$ cat src/rtl/julia_pkg.sv
// Shared types and constants for the Julia-set escape-time engine.
package julia_pkg;

  localparam int DEF_DATA_W = 18;
  localparam int DEF_FRAC_W = 14;

  typedef enum logic [1:0] {
    IDLE = 2'd0,
    MAP  = 2'd1,
    ITER = 2'd2,
    DONE = 2'd3
  } state_t;

  typedef logic signed [DEF_DATA_W-1:0] fx_t;

  // |z|^2 threshold (4.0) for a given number of fractional bits
  function automatic int esc_limit(input int frac_w);
    return 4 << frac_w;
  endfunction

  localparam int ESC_LIMIT = esc_limit(DEF_FRAC_W);

endpackage

$ cat src/rtl/julia_step.sv
// One z <- z^2 + c iteration plus the |z|^2 > 4.0 escape test, combinational.
module julia_step
  import julia_pkg::*;
#(
  parameter int DATA_W = DEF_DATA_W,
  parameter int FRAC_W = DEF_FRAC_W
) (
  input  logic signed [DATA_W-1:0] i_z_re,
  input  logic signed [DATA_W-1:0] i_z_im,
  input  logic signed [DATA_W-1:0] i_c_re,
  input  logic signed [DATA_W-1:0] i_c_im,
  output logic signed [DATA_W-1:0] o_z_re_nxt,
  output logic signed [DATA_W-1:0] o_z_im_nxt,
  output logic                     o_escape
);

  localparam int PROD_W = 2 * DATA_W;
  localparam int PW     = PROD_W - FRAC_W;
  localparam logic signed [PW:0] LIM = (PW+1)'(esc_limit(FRAC_W));

  logic signed [PROD_W-1:0] w_zr_ext, w_zi_ext;
  logic signed [PROD_W-1:0] w_p_rr, w_p_ii, w_p_ri;
  logic signed [PW-1:0]     w_sq_re, w_sq_im, w_cross;
  logic signed [PW:0]       w_mag;
  logic                     w_unused;

  assign w_zr_ext = {{DATA_W{i_z_re[DATA_W-1]}}, i_z_re};
  assign w_zi_ext = {{DATA_W{i_z_im[DATA_W-1]}}, i_z_im};

  assign w_p_rr = w_zr_ext * w_zr_ext;
  assign w_p_ii = w_zi_ext * w_zi_ext;
  assign w_p_ri = w_zr_ext * w_zi_ext;

  // Arithmetic shift right by FRAC_W, keeping PW bits
  assign w_sq_re = w_p_rr[PROD_W-1:FRAC_W];
  assign w_sq_im = w_p_ii[PROD_W-1:FRAC_W];
  assign w_cross = w_p_ri[PROD_W-1:FRAC_W];

  // One guard bit so the sum of two squares never wraps
  assign w_mag    = {w_sq_re[PW-1], w_sq_re} + {w_sq_im[PW-1], w_sq_im};
  assign o_escape = (w_mag > LIM);

  // Next z only needs the low DATA_W bits (two's-complement wrap)
  assign o_z_re_nxt = w_sq_re[DATA_W-1:0] - w_sq_im[DATA_W-1:0] + i_c_re;
  assign o_z_im_nxt = {w_cross[DATA_W-2:0], 1'b0} + i_c_im;

  // Fraction bits below the binary point and cross-product bits above the
  // wrap width are dropped on purpose
  assign w_unused = ^{w_p_rr[FRAC_W-1:0], w_p_ii[FRAC_W-1:0],
                      w_p_ri[FRAC_W-1:0], w_cross[PW-1:DATA_W-1]};

endmodule

$ cat src/rtl/julia_iter.sv
// Escape-time engine: maps a pixel to z0, iterates z^2 + c, reports the count.
module julia_iter
  import julia_pkg::*;
#(
  parameter int PIX_W  = 10,
  parameter int DATA_W = 18,
  parameter int FRAC_W = 14,
  parameter int ITER_W = 8
) (
  input  logic                     clk,
  input  logic                     rst,
  input  logic                     clear,
  input  logic                     pix_valid,
  output logic                     pix_ready,
  input  logic [PIX_W-1:0]         pix_x,
  input  logic [PIX_W-1:0]         pix_y,
  input  logic signed [DATA_W-1:0] c_re,
  input  logic signed [DATA_W-1:0] c_im,
  input  logic signed [DATA_W-1:0] x_start,
  input  logic signed [DATA_W-1:0] y_start,
  input  logic signed [DATA_W-1:0] step,
  input  logic [ITER_W-1:0]        max_iter,
  output logic                     out_valid,
  input  logic                     out_ready,
  output logic [PIX_W-1:0]         out_x,
  output logic [PIX_W-1:0]         out_y,
  output logic [ITER_W-1:0]        out_iter,
  output logic                     out_escaped
);

  state_t                   r_state;
  logic                     r_pix_ready;
  logic                     r_out_valid;
  logic [PIX_W-1:0]         r_out_x, r_out_y;
  logic [ITER_W-1:0]        r_out_iter;
  logic                     r_out_esc;

  logic [PIX_W-1:0]         r_x, r_y;
  logic signed [DATA_W-1:0] r_cre, r_cim, r_xs, r_ys, r_step;
  logic [ITER_W-1:0]        r_max;
  logic signed [DATA_W-1:0] r_zre, r_zim;
  logic [ITER_W-1:0]        r_n;

  logic [DATA_W-1:0]        w_xu, w_yu;
  logic signed [DATA_W-1:0] w_xoff, w_yoff;
  logic signed [DATA_W-1:0] w_zre_nxt, w_zim_nxt;
  logic                     w_escape;

  // Pixel -> complex plane: zero-extended coordinate times step, wrapped
  assign w_xu   = {{(DATA_W-PIX_W){1'b0}}, r_x};
  assign w_yu   = {{(DATA_W-PIX_W){1'b0}}, r_y};
  assign w_xoff = $signed(w_xu) * r_step;
  assign w_yoff = $signed(w_yu) * r_step;

  julia_step #(
    .DATA_W (DATA_W),
    .FRAC_W (FRAC_W)
  ) u_step (
    .i_z_re     (r_zre),
    .i_z_im     (r_zim),
    .i_c_re     (r_cre),
    .i_c_im     (r_cim),
    .o_z_re_nxt (w_zre_nxt),
    .o_z_im_nxt (w_zim_nxt),
    .o_escape   (w_escape)
  );

  // Control FSM with capture, iteration and registered result outputs
  always_ff @(posedge clk) begin
    if (rst) begin
      r_state     <= IDLE;
      r_pix_ready <= 1'b0;
      r_out_valid <= 1'b0;
      r_out_x     <= '0;
      r_out_y     <= '0;
      r_out_iter  <= '0;
      r_out_esc   <= 1'b0;
      r_zre       <= '0;
      r_zim       <= '0;
      r_n         <= '0;
    end else if (clear) begin
      r_state     <= IDLE;
      r_pix_ready <= 1'b1;
      r_out_valid <= 1'b0;
    end else begin
      case (r_state)
        IDLE: begin
          if (r_pix_ready && pix_valid) begin
            r_x         <= pix_x;
            r_y         <= pix_y;
            r_cre       <= c_re;
            r_cim       <= c_im;
            r_xs        <= x_start;
            r_ys        <= y_start;
            r_step      <= step;
            r_max       <= max_iter;
            r_pix_ready <= 1'b0;
            r_state     <= MAP;
          end else begin
            r_pix_ready <= 1'b1;
          end
        end
        MAP: begin
          r_zre   <= r_xs + w_xoff;
          r_zim   <= r_ys - w_yoff;
          r_n     <= '0;
          r_state <= ITER;
        end
        ITER: begin
          if (w_escape || (r_n == r_max)) begin
            r_out_esc   <= w_escape;
            r_out_iter  <= r_n;
            r_out_x     <= r_x;
            r_out_y     <= r_y;
            r_out_valid <= 1'b1;
            r_state     <= DONE;
          end else begin
            r_zre <= w_zre_nxt;
            r_zim <= w_zim_nxt;
            r_n   <= r_n + 1'b1;
          end
        end
        DONE: begin
          if (out_ready) begin
            r_out_valid <= 1'b0;
            r_pix_ready <= 1'b1;
            r_state     <= IDLE;
          end
        end
        default: begin
          r_state <= IDLE;
        end
      endcase
    end
  end

  assign pix_ready   = r_pix_ready;
  assign out_valid   = r_out_valid;
  assign out_x       = r_out_x;
  assign out_y       = r_out_y;
  assign out_iter    = r_out_iter;
  assign out_escaped = r_out_esc;

endmodule

$ cat config.mk
export PLATFORM = sky130hd
export DESIGN_NAME = julia_iter
export DESIGN_NICKNAME = d
export VERILOG_FILES = /design/src/rtl/julia_pkg.sv /design/src/rtl/julia_step.sv /design/src/rtl/julia_iter.sv
export SDC_FILE = /design/constraint.sdc
export NUM_CORES = 2
export LEC_CHECK = 0
export CORE_MARGIN = 5
export CORE_UTILIZATION = 57
export DETAILED_ROUTE_END_ITERATION = 10
export GPL_TIMING_DRIVEN = 1
export PLACE_DENSITY = 0.74
export REMOVE_ABC_BUFFERS = 1
export SLEW_MARGIN = 40
export SYNTH_ARGS = -nofsm -noshare
export SYNTH_HDL_FRONTEND = slang
export SYNTH_SLANG_ARGS = --single-unit
$ cat constraint.sdc
create_clock -name clk -period 12.2 [get_ports clk]
set_input_delay 3.66 -clock clk [delete_from_list [all_inputs] [get_ports clk]]
set_output_delay 3.66 -clock clk [all_outputs]
set_load 0.02 [all_outputs]
==> results.json <==
{
  "timing.critical_path.to_type": "flip-flop",
  "drive_above_1_share_pct": 2.87,
  "synth_most_common_cell": "sky130_fd_sc_hd__inv_1",
  "number_of_global_route_vias_before_repair": 39323,
  "yosys.area.top_type_share_pct": 43.3,
  "drtPass1Iterations": 5,
  "setup_viol": 0,
  "finalHoldViolations": 0,
  "setup.reg_to_reg.worst_slack_ps": 1420,
  "htree_num_levels": 4,
  "share_of_the_yosys_chip_area_belonging_to_registers_pct": 10.1,
  "cts.sink_count": 195,
  "remaining_routing_drc_violations": 0,
  "post_synth_arst_share_pct": 0,
  "io_pins": 154,
  "critPathLaunch": "r_zim[6]$_SDFFE_PP0P_",
  "cp.required_ps": 12610,
  "synth.lib_cells_used.distinct": 83,
  "layout-area-overhead-vs-synth_pct": 6.51,
  "worstMarginPinSlew_ps": 888,
  "synth_top_flop_cell": "sky130_fd_sc_hd__edfxtp_1",
  "start_kind": "flip-flop",
  "p_leak_nw": 26.4,
  "stdcell_count": 6641,
  "core_region_area_sq_mm": 0.0881,
  "clkSlewWorstSetupHoldPaths_ps": 80,
  "num_rows": 109,
  "peakVddDrop_mv": 0.129,
  "cts_repair_resize_count": 0,
  "grt_first_pass_wirelength_mm": 200,
  "cts_tree": "yes",
  "wl_per_cell_um": 17.9,
  "crit_slowest_cell": "sky130_fd_sc_hd__dfxtp_1",
  "arrival_ps": 11190,
  "dieArea_sq_mm": 0.0946,
  "post_layout_util_pct": 61.0,
  "netlist_top_cells_area": "sky130_fd_sc_hd__fa_1 43%, sky130_fd_sc_hd__ha_1 11%, sky130_fd_sc_hd__inv_1 10%, sky130_fd_sc_hd__edfxtp_1 7.0%, sky130_fd_sc_hd__nand2_1 4.9%",
  "reg2reg_depth": 39,
  "detail-route-antenna-nets": 0,
  "die_w_um": 308,
  "cts_made_buffers": 17,
  "gp_routability_congestion": 0.925,
  "rsz0062_at_grt": "false",
  "cp_max_fo": 50,
  "final_min_period_over_clock_period_pct": 88.3,
  "synth_area_sq_mm": 0.0505,
  "end_of_the_worst_register_to_register_path": "r_zim[17]$_SDFFE_PP0P_",
  "post-place-ws_ps": 1340,
  "path_class": "reg2reg",
  "yosys_warnings": 0,
  "gr-total-overflow": 0,
  "clock_insertion_delay_worst_skew_ps": 510,
  "io_buffers": 153,
  "timing.slew.headroom_pct": 40.7,
  "ys_top_cells_by_count": "1401 x sky130_fd_sc_hd__inv_1, 1091 x sky130_fd_sc_hd__fa_1, 664 x sky130_fd_sc_hd__nand2_1",
  "ctsLongestPathBuffers": 2,
  "maxSlewViolCount": 0,
  "setup_ws_ps": 1420,
  "final.min_clock_period_ps": 10780,
  "synth_edf_count": 118,
  "place_inst": 6609,
  "routed_via_density": 5.38,
  "fill_cells": 7450,
  "worst_r2r_startpoint": "r_zim[6]$_SDFFE_PP0P_",
  "initial_core_util_pct": 57.3,
  "gate_count_after_technology_mapping": 5438,
  "cpPeakStageDelay_ps": 850,
  "dp_hpwl_mm": 98.3,
  "dr_total_vias": 35698,
  "fin_total_pwr_mw": 2.78,
  "pwr_density_cell_mw_per_mm2": 51.7,
  "ys_ff_latch": 195,
  "route.final.wire_length_mm": 119,
  "clock-root-buffer": "sky130_fd_sc_hd__clkbuf_16",
  "final_nets": 7131,
  "fin_skew_ps": 22.8,
  "antenna-diode-count": 0,
  "result_of_the_run": "finished, final reports clean",
  "setup.worst_path.end": "r_zim[17]$_SDFFE_PP0P_",
  "cts-hold-fix-buffers": 0,
  "grt_start_max_net_pins": 68,
  "fin_tns_setup_ps": 0,
  "max_freq_ghz": 0.0928,
  "cell_taking_the_most_area_after_synthesis": "sky130_fd_sc_hd__fa_1",
  "hp-class": "reg2reg",
  "path_common_cell": "sky130_fd_sc_hd__fa_1",
  "synthesis.area_per_instance_sq_um": 9.28,
  "grt_util_all_layers_pct": 26.5,
  "post_cts.repair.setup_buffers": 0,
  "max-cap-violations": 0,
  "drt_iter0_markers": 2330,
  "die_h_um": 308,
  "antenna_found_initial": 1
}
-- layout make-up --
| type | instances | area (sq um) | area share, % |
|---|---|---|---|
| clock buffers | 19 | 443 | 0.824 |
| flip-flops and latches | 195 | 5090 | 9.47 |
| inverters | 1409 | 5290 | 9.84 |
| clock inverters | 13 | 148 | 0.275 |
| multi-input cells | 3619 | 39300 | 73.1 |
| well taps | 1165 | 1460 | 2.71 |
| repair buffers | 221 | 2040 | 3.79 |
-- worst min-delay path by stage --
stage | start | endpoint | cells after the start
after CTS | out_iter[7]$_SDFFE_PP0P_ | out_iter[7]$_SDFFE_PP0P_ | 2
after global routing | out_y[8]$_SDFFE_PP0P_ | out_y[8]$_SDFFE_PP0P_ | 2
after floorplan | r_n[7]$_SDFFE_PP0P_ | out_iter[7]$_SDFFE_PP0P_ | 2
final | out_y[3]$_SDFFE_PP0P_ | out_y[3]$_SDFFE_PP0P_ | 2
after detailed placement | out_x[7]$_SDFFE_PP0P_ | out_x[7]$_SDFFE_PP0P_ | 2
after global placement | out_x[9]$_SDFFE_PP0P_ | out_x[9]$_SDFFE_PP0P_ | 2
-- report_power, final --
part / switching [mW] / total (mW) / internal (mW)
logic: 0.841 / 1.43 / 0.591
registers: 0.0325 / 0.745 / 0.712
clock network: 0.294 / 0.605 / 0.311
total: 1.17 / 2.78 / 1.61
-- stage by stage --
step	area (sq um)	hold slack, ps
after global placement	53200	444
after global routing	53800	479
after floorplan	49600	464
after CTS	53800	462
after detailed placement	53200	447
final	53800	460
-- logic make-up after synthesis --
logic type / share of synthesized area (%)
buf+inv: 12.1
fa+ha+maj: 54.5
simple gates: 12.6
compound gates: 6.05
xor+xnor: 3.89
flops: 10.1
mux: 0.719
-- state kept, by name, summed over array words and instances (netlist names), 18 cells and up --
name    cells
r_cim      18
r_ys       18
r_step     18
r_xs       18
r_zre      18
r_zim      18
r_cre      18
-- cells in the final DEF, fill, tap and decap left out, types with 6 or more instances in the layout --
cell	instances
sky130_fd_sc_hd__fa_1	1091
sky130_fd_sc_hd__a31o_2	8
sky130_fd_sc_hd__o211ai_1	15
sky130_fd_sc_hd__clkdlybuf4s50_1	152
sky130_fd_sc_hd__mux2i_1	34
sky130_fd_sc_hd__a211o_1	6
sky130_fd_sc_hd__o21ai_0	68
sky130_fd_sc_hd__nand2b_1	19
sky130_fd_sc_hd__xnor2_1	166
sky130_fd_sc_hd__inv_1	1400
sky130_fd_sc_hd__and2_1	322
sky130_fd_sc_hd__clkbuf_16	17
sky130_fd_sc_hd__buf_4	67
sky130_fd_sc_hd__nor2b_1	23
sky130_fd_sc_hd__ha_1	453
sky130_fd_sc_hd__a21boi_0	17
sky130_fd_sc_hd__nand4_1	13
sky130_fd_sc_hd__a21oi_1	117
sky130_fd_sc_hd__o21bai_1	22
sky130_fd_sc_hd__nand2_1	664
sky130_fd_sc_hd__a311oi_1	10
sky130_fd_sc_hd__o31ai_1	8
sky130_fd_sc_hd__or4_1	7
sky130_fd_sc_hd__edfxtp_1	118
sky130_fd_sc_hd__o21ai_1	10
sky130_fd_sc_hd__o21a_1	26
sky130_fd_sc_hd__a211oi_1	30
sky130_fd_sc_hd__and3_1	8
sky130_fd_sc_hd__nor3_1	42
sky130_fd_sc_hd__or2_2	12
sky130_fd_sc_hd__or3_1	9
sky130_fd_sc_hd__nand3_1	22
sky130_fd_sc_hd__a21o_1	38
sky130_fd_sc_hd__xor2_1	46
sky130_fd_sc_hd__nor2_1	204
sky130_fd_sc_hd__a31oi_1	15
sky130_fd_sc_hd__dfxtp_1	72
-- worst max-delay path: cells and delay by family (launching register included) --
| family | cells | cell delay [ps] |
|---|---|---|
| AO/OA/AOI/OAI | 13 | 3180 |
| XOR/XNOR | 2 | 430 |
| adder cells (fa/ha/maj) | 8 | 3250 |
| buffers and inverters | 6 | 1130 |
| flip-flops | 1 | 850 |
| AND/OR/NAND/NOR | 10 | 1790 |
-- metal layers --
metal  vias up  track usage (%)  wire, um
met5         -                0         0
met4         0             10.4      5140
met3       236             3.67      7330
met2      1104             45.9     59100
met1     18116             33.9     47500
li1      16242                -         -
Power figures use the tool's default switching activity.
